--- config.mk ---
export PLATFORM = sky130hd
export DESIGN_NAME = fc_layer_tm
export DESIGN_NICKNAME = d
export VERILOG_FILES = /design/src/rtl/fc_layer_tm.sv
export SDC_FILE = /design/constraint.sdc
export NUM_CORES = 1
export LEC_CHECK = 0
export CORE_MARGIN = 5
export CORE_UTILIZATION = 23
export CTS_BUF_LIST = sky130_fd_sc_hd__clkbuf_16
export DETAILED_ROUTE_END_ITERATION = 8
export PLACE_DENSITY_LB_ADDON = 0.05
export SYNTH_ARGS = -nofsm -noshare
export SYNTH_HDL_FRONTEND = slang
export SYNTH_SLANG_ARGS = --single-unit
export TNS_END_PERCENT = 10
--- constraint.sdc ---
create_clock -name CLK -period 9.6 [get_ports CLK]
set_input_delay 0.96 -clock CLK [delete_from_list [all_inputs] [get_ports CLK]]
set_output_delay 0.96 -clock CLK [all_outputs]
set_load 0.05 [all_outputs]
--- src/rtl/fc_layer_tm.sv ---
// fc_layer_tm: time-multiplexed fully-connected layer.
// NUM_OUTPUTS neurons on NUM_PES shared MAC lanes, P = NUM_OUTPUTS/NUM_PES passes.
// Ports: CLK, RSTN (async, active-low); W_WEN/W_ADDR/W_DATA coefficient write,
//   address o*(NUM_INPUTS+1)+i, i=NUM_INPUTS is the bias of neuron o;
//   VALUE_IN/VALID_IN/READY input stream; VALUES_OUT/VALID_OUT/OUT_READY
//   held result vector; OVERFLOW sticky per frame; BUSY outside IDLE.
// Macro FC_LAYER_SAT_EN: clamp out-of-range results (default: keep low bits).
`timescale 1ns/1ps

module fc_layer_tm #(
    parameter int NUM_INPUTS  = 4,
    parameter int NUM_OUTPUTS = 4,
    parameter int NUM_PES     = 2,
    parameter int WIDTH       = 8,
    parameter int FRAC_BITS   = 3
) (
    input  logic                                         CLK,
    input  logic                                         RSTN,
    input  logic                                         W_WEN,
    input  logic [$clog2(NUM_OUTPUTS*(NUM_INPUTS+1))-1:0] W_ADDR,
    input  logic signed [WIDTH-1:0]                      W_DATA,
    output logic                                         READY,
    input  logic signed [WIDTH-1:0]                      VALUE_IN,
    input  logic                                         VALID_IN,
    output logic [NUM_OUTPUTS*WIDTH-1:0]                 VALUES_OUT,
    output logic                                         VALID_OUT,
    input  logic                                         OUT_READY,
    output logic                                         OVERFLOW,
    output logic                                         BUSY
);

    localparam int P     = NUM_OUTPUTS / NUM_PES;
    localparam int NROW  = NUM_INPUTS + 1;
    localparam int NCOEF = NUM_OUTPUTS * NROW;
    localparam int AW    = $clog2(NCOEF);
    localparam int CW    = (NUM_INPUTS > 1) ? $clog2(NUM_INPUTS) : 1;
    localparam int PW    = (P > 1) ? $clog2(P) : 1;
    localparam int OW    = (NUM_OUTPUTS > 1) ? $clog2(NUM_OUTPUTS) : 1;
    localparam int ACCW  = 2*WIDTH + $clog2(NUM_INPUTS+1);

    localparam logic signed [ACCW-1:0]  R_MAX   = ACCW'((2**(WIDTH-1)) - 1);
    localparam logic signed [ACCW-1:0]  R_MIN   = ~R_MAX;
    localparam logic signed [WIDTH-1:0] O_MAX   = R_MAX[WIDTH-1:0];
    localparam logic signed [WIDTH-1:0] O_MIN   = ~O_MAX;
    localparam logic [AW:0]             NCOEF_V = (AW+1)'(NCOEF);
    localparam logic [CW-1:0]           LAST_I  = CW'(NUM_INPUTS-1);
    localparam logic [PW-1:0]           LAST_P  = PW'(P-1);

    typedef enum logic [1:0] {
        S_IDLE, S_COMPUTE, S_WRITEBACK, S_DONE
    } state_t;

    state_t state_q, state_d;
    logic [CW-1:0] cnt_q, cnt_d;
    logic [PW-1:0] pass_q, pass_d;
    logic ovf_q, ovf_d;
    logic signed [WIDTH-1:0] w_q [NCOEF];
    logic signed [WIDTH-1:0] w_d [NCOEF];
    logic signed [WIDTH-1:0] x_q [NUM_INPUTS];
    logic signed [WIDTH-1:0] x_d [NUM_INPUTS];
    logic signed [ACCW-1:0] acc_q [NUM_PES];
    logic signed [ACCW-1:0] acc_d [NUM_PES];
    logic signed [WIDTH-1:0] out_q [NUM_OUTPUTS];
    logic signed [WIDTH-1:0] out_d [NUM_OUTPUTS];

    logic load;
    logic [PW-1:0] pass_ld;
    logic [AW-1:0] widx;
    logic [OW-1:0] oidx;
    logic signed [2*WIDTH-1:0] prod;
    logic signed [ACCW-1:0] r;

    always_comb begin
        state_d = state_q;
        cnt_d   = cnt_q;
        pass_d  = pass_q;
        ovf_d   = ovf_q;
        w_d     = w_q;
        x_d     = x_q;
        acc_d   = acc_q;
        out_d   = out_q;
        load    = 1'b0;
        pass_ld = '0;
        widx    = '0;
        oidx    = '0;
        prod    = '0;
        r       = '0;
        unique case (state_q)
            S_IDLE: begin
                // Coefficients may only change between frames.
                if (W_WEN && cnt_q == '0 && {1'b0, W_ADDR} < NCOEF_V)
                    w_d[W_ADDR] = W_DATA;
                if (VALID_IN) begin
                    x_d[cnt_q] = VALUE_IN;
                    if (cnt_q == '0)
                        ovf_d = 1'b0;
                    if (cnt_q == LAST_I) begin
                        cnt_d   = '0;
                        pass_d  = '0;
                        load    = 1'b1;
                        state_d = S_COMPUTE;
                    end else begin
                        cnt_d = cnt_q + CW'(1);
                    end
                end
            end
            S_COMPUTE: begin
                for (int k = 0; k < NUM_PES; k++) begin
                    widx = AW'((int'(pass_q)*NUM_PES + k)*NROW + int'(cnt_q));
                    prod = (2*WIDTH)'(x_q[cnt_q]) * (2*WIDTH)'(w_q[widx]);
                    acc_d[k] = acc_q[k] + ACCW'(prod);
                end
                if (cnt_q == LAST_I) begin
                    cnt_d   = '0;
                    state_d = S_WRITEBACK;
                end else begin
                    cnt_d = cnt_q + CW'(1);
                end
            end
            S_WRITEBACK: begin
                for (int k = 0; k < NUM_PES; k++) begin
                    oidx = OW'(int'(pass_q)*NUM_PES + k);
                    r = acc_q[k] >>> FRAC_BITS;
                    out_d[oidx] = r[WIDTH-1:0];
                    if (r > R_MAX) begin
                        ovf_d = 1'b1;
`ifdef FC_LAYER_SAT_EN
                        out_d[oidx] = O_MAX;
`endif
                    end else if (r < R_MIN) begin
                        ovf_d = 1'b1;
`ifdef FC_LAYER_SAT_EN
                        out_d[oidx] = O_MIN;
`endif
                    end
                end
                if (pass_q == LAST_P) begin
                    state_d = S_DONE;
                end else begin
                    pass_d  = pass_q + PW'(1);
                    pass_ld = pass_q + PW'(1);
                    load    = 1'b1;
                    state_d = S_COMPUTE;
                end
            end
            S_DONE: begin
                if (OUT_READY)
                    state_d = S_IDLE;
            end
        endcase
        // Seed each lane with its bias, aligned to the product's fraction.
        if (load) begin
            for (int k = 0; k < NUM_PES; k++) begin
                widx = AW'((int'(pass_ld)*NUM_PES + k)*NROW + NUM_INPUTS);
                acc_d[k] = ACCW'(w_q[widx]) <<< FRAC_BITS;
            end
        end
    end

    always_ff @(posedge CLK or negedge RSTN) begin
        if (!RSTN) begin
            state_q <= S_IDLE;
            cnt_q   <= '0;
            pass_q  <= '0;
            ovf_q   <= 1'b0;
            for (int i = 0; i < NCOEF; i++) w_q[i] <= '0;
            for (int i = 0; i < NUM_INPUTS; i++) x_q[i] <= '0;
            for (int i = 0; i < NUM_PES; i++) acc_q[i] <= '0;
            for (int i = 0; i < NUM_OUTPUTS; i++) out_q[i] <= '0;
        end else begin
            state_q <= state_d;
            cnt_q   <= cnt_d;
            pass_q  <= pass_d;
            ovf_q   <= ovf_d;
            w_q     <= w_d;
            x_q     <= x_d;
            acc_q   <= acc_d;
            out_q   <= out_d;
        end
    end

    assign READY     = (state_q == S_IDLE);
    assign BUSY      = (state_q != S_IDLE);
    assign VALID_OUT = (state_q == S_DONE);
    assign OVERFLOW  = ovf_q;

    always_comb begin
        VALUES_OUT = '0;
        for (int o = 0; o < NUM_OUTPUTS; o++)
            VALUES_OUT[o*WIDTH +: WIDTH] = out_q[o];
    end

endmodule

==> flow_metrics.py <==
metrics = {
    "grt": {
        "first_global_vias": 14400,
        "grt.overflow.total": 0,
        "grt_max_degree": 102,
        "grt_pass1_wl_mm": 102,
        "grtUsageTotal_pct": 14.6,
        "grt_antenna_before_repair": 5,
    },
    "detailed_routing": {
        "ant_nets": 0,
        "drc": 0,
        "vias": 13100,
        "drt_iter0_drc": 612,
        "wl_per_cell_um": 22.9,
        "wl_mm": 67.2,
        "dr.pass1.iters": 5,
        "viasPerCell": 4.46,
    },
    "floorplanning": {
        "die_y_um": 306,
        "ioPinCount": 62,
        "core_um2": 86800,
        "die-area_um2": 93500,
        "rows": 108,
        "initial_core_util_pct": 23.2,
        "die_w_um": 306,
    },
    "critical_path": {
        "path_class": "reg2reg",
        "cp_max_fo": 14,
        "crit_path_end_kind": "register",
        "cpMostUsedCell": "fa_1",
        "path_cells": "fa_2 -> buf_12 -> buf_4 -> mux4_1 -> mux2_2 -> a22o_1 -> a22oi_2 -> nor2b_1 -> fa_1 -> inv_1 -> fa_1 -> inv_1 -> fa_1 -> fa_1 -> ha_1 -> ha_1 -> a21o_1 -> a211oi_1 -> a2bb2oi_1 -> o21ai_0 -> a211oi_1 -> xnor2_1 -> a21oi_1",
        "required_ps": 10030,
        "critPathSlowestCell": "fa_2",
        "slowest_delay_ps": 1040,
        "startpoint_type": "register",
        "cp.arrival_ps": 8770,
    },
    "synth": {
        "synth_area_leader_cell": "dfrtp_1",
        "synthesis.nets": 1993,
        "syn_inst": 1703,
        "synth-edff-count": 0,
        "synth_seq_cells": 268,
        "synth_area_leaders": "dfrtp_1, fa_1, mux2_2",
        "async_flop_share_pct": 100,
        "yosysWarnings": 0,
        "seq_area_frac_synth_pct": 33.3,
        "ys_dominant_reg_cell": "dfrtp_1",
        "synthDistinctLibCells": 69,
        "syn_avg_cell_area_um2": 11.8,
        "syn_area_um2": 20100,
        "yosysTopAreaCellShare_pct": 33.3,
    },
    "cts": {
        "post_cts_buffers": 0,
        "clock_sinks": 268,
        "ctsLongestPathBuffers": 3,
        "cts_buffers": 39,
        "tritoncts": "done",
        "htree_num_levels": 2,
        "cts-resized-gates": 0,
        "clkTransAtPathRegs_ps": 60,
        "cts-root-buf": "clkbuf_16",
        "postCtsHoldBufs": 0,
        "clkLatencyLatePin_ps": 580,
    },
    "timing": {
        "final-hold-violation-count": 0,
        "setup_viol": 0,
        "whs_ps": 424,
        "skew_ps": 30.4,
        "min_period_over_period_pct": 86.9,
        "max_slew.worst_pin.slew_ps": 1080,
        "finalSetupTns_ps": 0,
        "rsz0062_at_grt": "no",
        "drv_slew": 0,
        "fmax_mhz": 120,
        "layout_min_cycle_time_ps": 8340,
        "worst_slack_ps": 1260,
        "slew_headroom_pct": 28.0,
    },
    "cells_and_area": {
        "synthToLayoutAreaGrowth_pct": 15.8,
        "drive_gt1_share_pct": 22.7,
        "final_common_cell": "dfrtp_1",
        "antenna_cells": 0,
        "final_cell_mix": "dfrtp_1, inv_1, mux2_2, fa_1, nand2_1",
        "instances_no_fill": 2931,
        "fin_nets": 2039,
    },
    "status": {
        "status": "complete, no violations",
    },
    "placed_design": {
        "pre_cts_slack_ps": 1220,
        "placed_cells": 2863,
        "port_buffers": 61,
        "globalplace.congestion": 0.747,
        "dpl.hpwl_mm": 49.9,
    },
    "flow_run": {
        "drv_cap": 0,
    },
    "worst_hold_path": {
        "hp-class": "in2async",
    },
}
## layout make-up
type,instances,area (µm²)
well taps,1155,1450
multi-input cells,1137,12200
fillers,9113,63500
flip-flops and latches,268,6710
inverters,215,807
clock buffers,39,976
clock inverters,29,294
repair buffers,88,831
## state kept, by name (all words and copies together), names as in the netlist
name,count
acc_q,38
state_q,2
w_q,160
pass_q,1
cnt_q,2
OVERFLOW,1
VALUES_OUT,32
x_q,32
## cells in the mapped netlist, types with 19 or more instances
cell / instances
nand2_1: 165
nor2b_1: 46
buf_2: 19
ha_1: 94
fa_1: 170
clkbuf_1: 53
mux4_2: 85
and2_1: 33
mux2_2: 201
o21ai_0: 62
xnor2_1: 23
nor2_1: 43
a21oi_1: 35
dfrtp_1: 268
inv_1: 210
## metrics by stage
step	cell area, µm²	utilization (%)
floorplan	20100	-
global placement	22000	25.4
detailed placement	22000	25.4
CTS	23300	26.9
global route	23300	26.9
finish	23300	26.9
## worst max-delay path, delay by kind of cell (launching register included)
kind / cells / cell delay, ps
buf+inv: 4 / 690
fa+ha+maj: 7 / 3940
mux: 2 / 620
compound gates: 8 / 1920
xor+xnor: 1 / 150
flops: 1 / 640
simple gates: 1 / 200
## routing by layer
metal  vias to the layer above  share of wire [%]  GRT usage, %
met3                        60                3.0          2.05
li1                       5899                  -             -
met2                       191                 46          23.2
met1                      6919                 49          21.5
met5                         -                  0             0
met4                         0                1.7          2.70
## worst paths after layout
kind	startpoint	end	slack, ps	cells past startpoint
setup / recovery	cnt_q[1]	acc_q[18]	1260	23
hold / removal	RSTN	w_q[49]	420	1
setup reg to reg	cnt_q[1]	acc_q[18]	1260	23
hold reg to reg	x_q[5]	x_q[5]	480	2
max in group asynchronous	RSTN	VALUES_OUT[13]	6960	3
min in group CLK	x_q[5]	x_q[5]	480	2
## cells by family (layout without fill, tap and decap cells)
kind of cell | after synthesis | in the layout | share of synthesized area (%)
buf+inv | 298 | 371 | 5.94
flops | 268 | 268 | 33.3
xor+xnor | 35 | 35 | 1.52
simple gates | 352 | 352 | 8.43
fa+ha+maj | 264 | 264 | 22.8
compound gates | 190 | 190 | 6.35
mux | 296 | 296 | 21.7
Power is not shown: default switching activity piles up to over one toggle a cycle in this logic, so the estimate is an artifact.
